## src/rtl/io_port_bank.sv

```systemverilog
// Memory-mapped I/O port bank for the data-memory I/O window.
// Provides N_OUT writable output registers, N_IN synchronised input ports,
// sticky write-1-to-clear change flags, an interrupt mask and a registered
// read path. A short warm-up after reset hides the reset-to-live-value edge
// of the synchronisers so it never shows up as a change.
module io_port_bank #(
    parameter int                 DATA_W  = 32,
    parameter int                 N_IN    = 3,
    parameter int                 N_OUT   = 3,
    parameter logic [DATA_W-1:0]  OUT_RST = '0
) (
    input  logic                      clock,
    input  logic                      resetn,
    input  logic                      io_sel,
    input  logic                      we,
    input  logic                      re,
    input  logic [7:0]                addr,
    input  logic [DATA_W-1:0]         wdata,
    output logic [DATA_W-1:0]         rdata,
    output logic                      rvalid,
    input  logic [N_IN*DATA_W-1:0]    in_ports,
    output logic [N_OUT*DATA_W-1:0]   out_ports,
    output logic                      irq
);

    localparam logic [5:0] IDX_IN   = 6'd16;
    localparam logic [5:0] IDX_CHG  = 6'd30;
    localparam logic [5:0] IDX_MASK = 6'd31;

    logic [DATA_W-1:0] out_r [N_OUT];
    logic [DATA_W-1:0] s1    [N_IN];
    logic [DATA_W-1:0] s2    [N_IN];
    logic [DATA_W-1:0] s3    [N_IN];
    logic [N_IN-1:0]   chg_r;
    logic [N_IN-1:0]   mask_r;
    logic [1:0]        warm_cnt;

    logic [5:0]        idx;
    logic              wr_en;
    logic              rd_en;
    logic [N_IN-1:0]   evt;
    logic [N_IN-1:0]   clr;
    logic [N_IN-1:0]   chg_next;
    logic [N_IN-1:0]   mask_next;
    logic [DATA_W-1:0] rd_mux;
    logic              addr_unused;

    // Byte offset bits carry no meaning for word-wide registers.
    assign addr_unused = ^addr[1:0];

    assign idx   = addr[7:2];
    assign wr_en = io_sel & we;
    assign rd_en = io_sel & re;

    // Change detection, flag set/clear (set wins) and next mask value.
    always_comb begin
        evt = '0;
        for (int i = 0; i < N_IN; i++) begin
            evt[i] = (s2[i] != s3[i]) && (warm_cnt == 2'd0);
        end
        clr       = (wr_en && idx == IDX_CHG) ? wdata[N_IN-1:0] : '0;
        chg_next  = (chg_r & ~clr) | evt;
        mask_next = (wr_en && idx == IDX_MASK) ? wdata[N_IN-1:0] : mask_r;
    end

    // Read mux over the pre-edge register values; unmapped indices read 0.
    always_comb begin
        rd_mux = '0;
        for (int i = 0; i < N_OUT; i++) begin
            if (idx == 6'(i)) rd_mux = out_r[i];
        end
        for (int i = 0; i < N_IN; i++) begin
            if (idx == IDX_IN + 6'(i)) rd_mux = s2[i];
        end
        if (idx == IDX_CHG)  rd_mux[N_IN-1:0] = chg_r;
        if (idx == IDX_MASK) rd_mux[N_IN-1:0] = mask_r;
    end

    // Two-flop synchroniser plus history stage for each input port.
    always_ff @(posedge clock or negedge resetn) begin
        if (!resetn) begin
            for (int i = 0; i < N_IN; i++) begin
                s1[i] <= '0;
                s2[i] <= '0;
                s3[i] <= '0;
            end
        end else begin
            for (int i = 0; i < N_IN; i++) begin
                s1[i] <= in_ports[i*DATA_W +: DATA_W];
                s2[i] <= s1[i];
                s3[i] <= s2[i];
            end
        end
    end

    // Warm-up down-counter; change events are ignored until it reaches zero.
    always_ff @(posedge clock or negedge resetn) begin
        if (!resetn) begin
            warm_cnt <= 2'd3;
        end else if (warm_cnt != 2'd0) begin
            warm_cnt <= warm_cnt - 2'd1;
        end
    end

    // Output port registers.
    always_ff @(posedge clock or negedge resetn) begin
        if (!resetn) begin
            for (int i = 0; i < N_OUT; i++) out_r[i] <= OUT_RST;
        end else begin
            for (int i = 0; i < N_OUT; i++) begin
                if (wr_en && idx == 6'(i)) out_r[i] <= wdata;
            end
        end
    end

    // Change flags, interrupt mask and registered interrupt request.
    always_ff @(posedge clock or negedge resetn) begin
        if (!resetn) begin
            chg_r  <= '0;
            mask_r <= '0;
            irq    <= 1'b0;
        end else begin
            chg_r  <= chg_next;
            mask_r <= mask_next;
            irq    <= |(chg_next & mask_next);
        end
    end

    // Registered read data with a single-cycle valid pulse; rdata holds.
    always_ff @(posedge clock or negedge resetn) begin
        if (!resetn) begin
            rdata  <= '0;
            rvalid <= 1'b0;
        end else begin
            rvalid <= rd_en;
            if (rd_en) rdata <= rd_mux;
        end
    end

    // Pack the output registers onto the flat port bus.
    for (genvar g = 0; g < N_OUT; g++) begin : g_out
        assign out_ports[g*DATA_W +: DATA_W] = out_r[g];
    end

endmodule

```

## config.mk

```make
export PLATFORM = sky130hd
export DESIGN_NAME = io_port_bank
export DESIGN_NICKNAME = d
export VERILOG_FILES = /design/src/rtl/io_port_bank.sv
export SDC_FILE = /design/constraint.sdc
export NUM_CORES = 1
export LEC_CHECK = 0
export CAP_MARGIN = 15
export CORE_AREA = 2 2 174 176
export DETAILED_ROUTE_END_ITERATION = 16
export DIE_AREA = 0 0 176 178
export PLACE_DENSITY = 0.78
export SLEW_MARGIN = 20
export SYNTH_ARGS = -nofsm -noshare
export SYNTH_HDL_FRONTEND = slang
export SYNTH_SLANG_ARGS = --single-unit
```

## constraint.sdc

```tcl
create_clock -name clock -period 1.6 [get_ports clock]
set_input_delay 0.16 -clock clock [delete_from_list [all_inputs] [get_ports clock]]
set_output_delay 0.16 -clock clock [all_outputs]
set_load 0.1 [all_outputs]
```

# Yosys cells after proc, flatten, opt, wreduce, memory -nomap -nowiden
# Index checks and enable logic that the tools add are counted.
# Widths: inputs -> output; s select.
[word_totals]
ff_bits = 426
inputBits = 141
out_inout_bits = 130
wordCells = 57
[classes]
add_sub_neg = 1
n_eq_ne = 10
n_mux = 10
n_bitwise = 6
n_reduce_logical = 12
[op_table]
columns = ["op", "count"]
rows = [
  ["$mux 32", 6],
  ["$ne 32x32->1", 3],
  ["$eq 6x5->1 const B", 5],
  ["$mux 3", 4],
  ["$logic_and 1x1->1", 8],
  ["$and 3x3->3", 2],
  ["$eq 6x1->1 const B", 1],
  ["$eq 6x2->1 const B", 1],
  ["$logic_not 6->1", 1],
  ["$not 3->3", 1],
  ["$or 3x3->3", 1],
  ["$reduce_or 3->1", 1],
  ["$and 1x1->1", 2],
  ["$logic_not 2->1", 1],
  ["$reduce_bool 2->1", 1],
  ["$sub 2x1->2 const B", 1],
]

# Depth between registers and ports, before layout
# Gate-level depths: netlist of the first run.
[depth]
word_depth = 9
ltp_mapped = 9
mapped_depth_nobuf = 6

# Worst setup path after synthesis of the first run
# Ideal clock, no wire load.
[synth_timing]
path_kind = "reg-to-reg"
start = "register out_r, in the netlist out_ports[64]"
end = "register rdata[0]"
setup_time_ps = 88
t_arrival_ps = 1643
t_required_ps = 1512
setup_slack_ps = -132
stages_incl_launch_ff = 6
path_buffers = 0
period_less_slack_ps = 1732
cell_sequence = "dfrtp_1 -> mux2i_1 -> o21ai_0 -> a221o_1 -> o211ai_1 -> a41oi_1"
[synth_between]
elab_chain_cells = 6
[synth_lines]
columns = ["item", "line_no", "rtl"]
rows = [
  ["start: declaration", "30", "logic [DATA_W-1:0] out_r [N_OUT];"],
  ["start signal: indexed assignment", "111", "if (wr_en && idx == 6'(i)) out_r[i] <= wdata;"],
  ["$mux 32", "70", "if (idx == 6'(i)) rd_mux = out_r[i];"],
  ["$mux 32 (3 in a row)", "73", "if (idx == IDX_IN + 6'(i)) rd_mux = s2[i];"],
  ["$mux 3", "75", "if (idx == IDX_CHG) rd_mux[N_IN-1:0] = chg_r;"],
  ["$mux 3", "76", "if (idx == IDX_MASK) rd_mux[N_IN-1:0] = mask_r;"],
  ["end signal: assignment", "136", "if (rd_en) rdata <= rd_mux;"],
  ["end: declaration", "19", "output logic [DATA_W-1:0] rdata,"],
]
# No other way between the ends.
# A chain may end at the register's enable or synchronous reset.

# Worst setup path in the final report of the first run
[layout_timing]
start = "register s2[39] (netlist bit)"
end = "register irq"
[layout_between]
elab_chain_cells = 5
[layout_lines]
columns = ["item", "line_no", "rtl"]
rows = [
  ["start: declaration", "32", "logic [DATA_W-1:0] s2 [N_IN];"],
  ["start signal: indexed assignment", "90", "s2[i] <= s1[i];"],
  ["$ne 32x32->1", "59", "evt[i] = (s2[i] != s3[i]) && (warm_cnt == 2'd0);"],
  ["$logic_and 1x1->1", "59", ""],
  ["$or 3x3->3", "62", "chg_next = (chg_r & ~clr) | evt;"],
  ["$and 3x3->3", "125", "irq <= |(chg_next & mask_next);"],
  ["$reduce_or 3->1", "125", ""],
  ["end signal: assignment", "125", ""],
  ["end: declaration", "23", "output logic irq"],
]
# No other way between the ends.

==> metrics.cfg, run 1 <==
[synthesis]
synthTopCellsByArea=dfrtp_1, mux2_2, xor2_1
synth_nets=1214
async_flop_share_pct=100.0
synth_top_cell_by_area=dfrtp_1
synth_edf_count=0
yosysWarnings=0
avgSynthCellArea_um2=14.10
synth.most_common_cell=dfrtp_1
synth_common_cells=dfrtp_1, o21ai_0, mux2_2
netlist_area_um2=15120
synth_top_area_share_pct=70.19
ys.flop_type=dfrtp_1
netlist_instances=1072
synth-seq-cells=426
synth_cell_types=43
ys_seq_area_share_pct=70.54

[power_and_ir_drop]
power.total_uw=27100
clkPwrFrac_pct=37.8
seqPwrFrac_pct=44.4
p_leak_uw=0.01006
p_per_area_nw_per_um2=1198
power.internal_uw=19330
p_comb_share_pct=17.8
vdd_drop_max_mv=0.9367
swShare_pct=28.67
switching_power_uw=7771

[drt]
drc=0
ant_nets=0
totalWireLength_um=45700
via_per_inst=5.570
firstDrtPassIters=5
first_iter_violations=1088
vias=10810
wl_per_cell_um=23.55

[final_layout]
nFillCells=1534
multi_input_area_um2=4269
seq_area_um2=10710
drive_gt1_share_pct=36.03
area_growth_pct=49.60
nets=1655
fin_util_pct=76.91

[clocking]
tritoncts=built
htree_levels=2
cts-buffers-inserted=42
root_buffer=clkbuf_16
clk_pin_slew_ns=0.06
clkLatencyLatePin_ns=0.55
cts.path.max_buffers=3
clock-sinks=426

[floorplan]
io_pins=271
core-area_um2=29400
die_w_um=176
start_util_pct=51.41
die_y_um=178
die_area_um2=31330
num_rows=63

[outcome]
status=finished, violations left
violations=setup timing

[timing]
fin_crit_sh_pct=119.3
rsz0062_at_grt=true
tns_ns=-0.8601
setup_viol=5
hold_viol=0
finalCriticalPeriod_ns=1.909
tightest_slew_ns=0.5407
skew_ns=0.009113
max_freq_mhz=523.8
setup_ws_ns=-0.3091
slew_viol_final=0
hold_ws_ns=0.04251
slew_headroom_pct=63.95

[worst_setup_path]
setup.worst_path.end_class=flop
cp_cell_sequence=xor2_1, nor4_2, nand4_1, o21ai_2, buf_6, nand2b_4, o2111ai_2
r2r_start=s2[39]
cpMaxStageDelayCell=dfrtp_1
critPathMaxFanout=2
crit_path_max_incr_delay_ns=0.40
r2r_cells=7
cp.required_ns=2.01
rrSetupSlack_ns=-0.31
cp-start-kind=flop
worstReg2RegEnd=irq
arrival_ns=2.32
critPathKind=reg -> reg

[placement]
gp_congestion=0.9270
dp_hpwl_um=31490
numPortBuffers=268

[hold_path]
holdPathEnd=s1[34]
min-delay-start=in_ports[34]
hold_class=in -> reg
min_delay_path_depth=1

[global_routing]
first_global_vias=11690
grt_pass1_wl_um=68920
antenna_found_initial=3
grt_max_degree=56
overflow=0
grt_usage_pct=29.48

[flow_run]
cap_violations=0

[flip-flops by register name (all words and copies together) (netlist names)]
signal,cells
out_ports,96
s2,96
s1,96
s3,96
warm_cnt,2
rvalid,1
mask_r,3
irq,1
rdata,32
chg_r,3
[cell type report]
| cell class | instances | share of cell area, % |
|---|---|---|
| antenna | 4 | 0.04426 |
| clock buffer | 58 | 5.185 |
| clock inverter | 19 | 1.145 |
| inverter | 35 | 0.5810 |
| multi-input combinational | 562 | 18.88 |
| sequential | 426 | 47.35 |
| tap | 390 | 2.158 |
| timing repair buffer | 446 | 24.66 |
[layer usage]
metal	share of wire [%]	track usage, %	up-vias
met5	0	0	-
met4	5.2	15.39	0
met3	6.3	5.754	142
met2	51	50.18	540
met1	37	36.03	5522
li1	-	-	4602
[stage by stage]
| step | cells | cell area [µm²] | setup slack, ns |
|---|---|---|---|
| detailed placement | 1849 | 20850 | -0.9622 |
| global placement | 1849 | 20850 | -0.9165 |
| CTS | 1933 | 22520 | -0.2715 |
| global route | 1939 | 22610 | -0.3902 |
| floorplan | 1072 | 15160 | 0.0002406 |
| finish | 1940 | 22610 | -0.3091 |
[layout by cell type (no fill, tap or decap), drive strengths merged, types with 2 or more instances in the layout]
master,count
a211oi,28
a21oi,31
a221o,2
a22oi,2
a41oi,2
and2b,2
and3,29
buf,307
bufinv,5
clkbuf,61
clkdlybuf4s50,131
clkinv,6
clkinvlp,5
dfrtp,424
dfstp,2
diode,4
dlygate4sd2,2
inv,38
mux2,98
mux2i,7
nand2,16
nand2b,3
nand3,3
nand3b,2
nand4,12
nor2,33
nor3,30
nor4,21
nor4b,2
o2111ai,2
o211ai,3
o21ai,126
o22ai,2
o31ai,2
xnor2,33
xor2,64
[worst max-delay path: cells and delay by family, from the launching register on]
| family | cells | cell delay (ns) |
|---|---|---|
| AO/OA/AOI/OAI | 2 | 0.35 |
| XOR/XNOR | 1 | 0.17 |
| buffers and inverters | 1 | 0.12 |
| flip-flops | 1 | 0.40 |
| AND/OR/NAND/NOR | 3 | 0.72 |
[power by group through the flow]
| stage | clock network, µW | logic (µW) | registers, µW |
|---|---|---|---|
| 2_1_floorplan | 0 | 628 | 13800 |
| 3_3_place_gp | 0 | 4660 | 12200 |
| 3_5_place_dp | 0 | 4740 | 12200 |
| 4_1_cts | 10300 | 4820 | 12000 |
| 5_1_grt | 10800 | 5000 | 12100 |
| 6_report | 10200 | 4830 | 12000 |
[kinds of logic (layout without fill, tap and decap cells)]
family / after synthesis / in the layout / share of synthesized area, %
flops: 426 / 426 / 70.54
compound gates: 202 / 202 / 7.491
other cells: 0 / 4 / 0
simple gates: 157 / 157 / 5.885
fa+ha+maj: 1 / 1 / 0.08276
buf+inv: 84 / 558 / 2.616
xor+xnor: 97 / 97 / 5.620
mux: 105 / 105 / 7.764
[timing repair]
item,4_1_cts,5_1_grt
setup endpoints to repair,105,10
pin swaps,22,22
hold endpoints to repair,209,0
cloned,1,1
resized for setup,39,17
buffers inserted,5,2
hold buffers,1,0
[worst max-delay path by stage]
| stage | endpoint | slack [ns] | from | cells past startpoint |
|---|---|---|---|---|
| 5_1_grt | irq | -0.39 | s2[88] | 8 |
| 4_1_cts | irq | -0.27 | s2[2] | 7 |
| 3_3_place_gp | rdata[19] | -0.92 | addr[2] | 8 |
| 6_report | irq | -0.31 | s2[39] | 7 |
| 2_1_floorplan | rdata[11] | 0.0002 | addr[2] | 9 |
| 3_5_place_dp | rdata[28] | -0.96 | addr[2] | 8 |
Note: power is estimated with default switching activity, not from simulation.
==> run 2: changes to the inputs <==
--- a/config.mk
+++ b/config.mk
@@ -6,10 +6,11 @@
 export NUM_CORES = 1
 export LEC_CHECK = 0
 export CAP_MARGIN = 15
-export CORE_AREA = 2 2 174 176
+export CORE_AREA = 2 2 169 171
 export DETAILED_ROUTE_END_ITERATION = 16
-export DIE_AREA = 0 0 176 178
-export PLACE_DENSITY = 0.78
+export DIE_AREA = 0 0 171 173
+export DONT_BUFFER_PORTS = 1
+export PLACE_DENSITY = 0.7
 export SLEW_MARGIN = 20
 export SYNTH_ARGS = -nofsm -noshare
 export SYNTH_HDL_FRONTEND = slang
==> run 2 against run 1 <==
Effect of this change:
- the run ends with hold timing, setup timing left
- setup slack better by 0.22 ns
- clock power hardly changed
- wire length is 9.4% lower
- design area is 9.0% lower
- sequential cell count stayed put
- core utilization is 2.4 points lower
- critical path depth is 1 lower
- total power is 3.7% lower
- highest routed layer unchanged
==> metrics.cfg, run 2 (synthesis results as in run 1) <==
[timing]
fin_crit_sh_pct=105.7
tightest_slew_ns=0.7134
hold_ws_ns=-0.6735
finalCriticalPeriod_ns=1.691
max_freq_mhz=591.4
setup_ws_ns=-0.09087
setup_viol=2
skew_ns=0.01271
slew_viol_final=0
rsz0062_at_grt=true
slew_headroom_pct=52.39
hold_viol=426

[placement]
dp.cells=1678
place_area_um2=17540
gp_congestion=0.8599
post-place-ws_ns=-0.3316
dp_hpwl_um=26510
numPortBuffers=0

[worst_setup_path]
arrival_ns=2.09
setup.worst_path.end_class=flop
cpMaxStageDelayCell=dfrtp_1
cp.required_ns=2.00
cp_cell_sequence=xnor2_1, nand4_1, nor4_4, nand2_1, a22oi_2, o2111ai_1
crit_path_max_incr_delay_ns=0.40
cp-start-kind=flop
critPathMaxFanout=2
critPathKind=reg -> reg

[final_layout]
area_growth_pct=36.13
design_area_um2=20580
drive_gt1_share_pct=34.52
nFillCells=1717
stdcell_count=1894
nets=1623
final_cell_mix=dfrtp_1, buf_4, dlygate4sd3_1
final_common_cell=dfrtp_1

[outcome]
violations=hold timing, setup timing
status=finished, violations left

[drt]
via_per_inst=5.371
highest_layer=met4
ant_nets=0
first_iter_violations=865
firstDrtPassIters=4
wl_met2_um=20490
dr_wl_met3_um=2778
m1WireLength_um=16760
vias=10170
drc=0
totalWireLength_um=41410
wl_per_cell_um=21.87

[clocking]
cts-buffers-inserted=43
tritoncts=built
cts.path.max_buffers=3
postCtsHoldBufs=133
clock-sinks=426
htree_levels=2
clk_pin_slew_ns=0.06
root_buffer=clkbuf_16
clkLatencyLatePin_ns=0.54

[flow_run]
cap_violations=0

[global_routing]
grt_usage_pct=28.25
overflow=0
first_global_vias=10920
antenna_found_initial=1
grt_max_degree=427
grt_pass1_wl_um=63340

[power_and_ir_drop]
p_leak_uw=0.009499
p_per_area_nw_per_um2=1269
vdd_drop_max_mv=1.302

[floorplan]
die_y_um=173
core-area_um2=27630
die_area_um2=29580
io_pins=271
num_rows=61
die_w_um=171
start_util_pct=54.71

[hold_path]
hold_class=in -> async

run 2: changes by cell type in the layout (fill, tap and decap cells not counted), sizes merged:
cell / before / now
dlygate4sd2: 2 / 0
diode: 4 / 1
clkinv: 6 / 8
clkdlybuf4s50: 131 / 0
bufbuf: 1 / 0
inv: 38 / 37
dlymetal6s2s: 1 / 0
clkbuf: 61 / 62
buf: 307 / 280
clkinvlp: 5 / 2
dlygate4sd3: 1 / 133
run 2: layout make-up:
type	count	area, µm²	share of cell area, %
Clock buffer	62	1269	6.166
Tap cell	378	473.0	2.298
Antenna cell	1	2.502	0.01216
Clock inverter	17	237.7	1.155
Timing Repair Buffer	413	3521	17.11
Inverter	35	131.4	0.6385
Multi-Input combinational cell	562	4235	20.58
Sequential cell	426	10710	52.04
run 2: metal layers:
| metal | global-route usage [%] | vias to the layer above |
|---|---|---|
| li1 | - | 4546 |
| met1 | 37.71 | 5192 |
| met2 | 46.07 | 356 |
| met3 | 6.500 | 79 |
| met4 | 9.322 | 0 |
| met5 | 0 | - |
run 2: per-stage QoR:
| step | TNS (ns) | total power, µW | utilization (%) |
|---|---|---|---|
| floorplan | 0 | 14410 | - |
| global placement | -10.98 | 15320 | 63.50 |
| detailed placement | -13.45 | 15370 | 63.50 |
| CTS | -0.06591 | 26160 | 74.17 |
| global route | -0.4875 | 26940 | 74.48 |
| finish | -0.1043 | 26110 | 74.48 |
run 2: power by group:
group	internal (µW)	switching, µW
combinational	1120	2670
clock	6350	4170
sequential	11400	385
total	18900	7220
run 2: what timing repair did:
| action | CTS | global route |
|---|---|---|
| endpoints found under the hold margin | 628 | 426 |
| buffers inserted | 3 | 0 |
| endpoints found under the setup margin | 6 | 9 |
| gates resized for setup | 17 | 14 |
| pin swaps | 22 | 13 |
run 2: worst paths after layout:
path / startpoint / end / slack [ns] / cells past startpoint
max: s2[19] / irq / -0.09 / 6
min: resetn / s1[52] / -0.67 / 0
max reg2reg: s2[19] / irq / -0.09 / 6
min reg2reg: s1[71] / s2[71] / 0.35 / 0
max in group asynchronous: resetn / out_ports[2] / 1.65 / 0
min in group clock: wdata[1] / irq / 0.03 / 5
run 2: critical path: cells and delay by family, from the launching register on:
| family | cells | cell delay (ns) |
|---|---|---|
| AND/OR/NAND/NOR | 3 | 0.61 |
| AO/OA/AOI/OAI | 2 | 0.33 |
| flip-flops | 1 | 0.40 |
| XOR/XNOR | 1 | 0.23 |
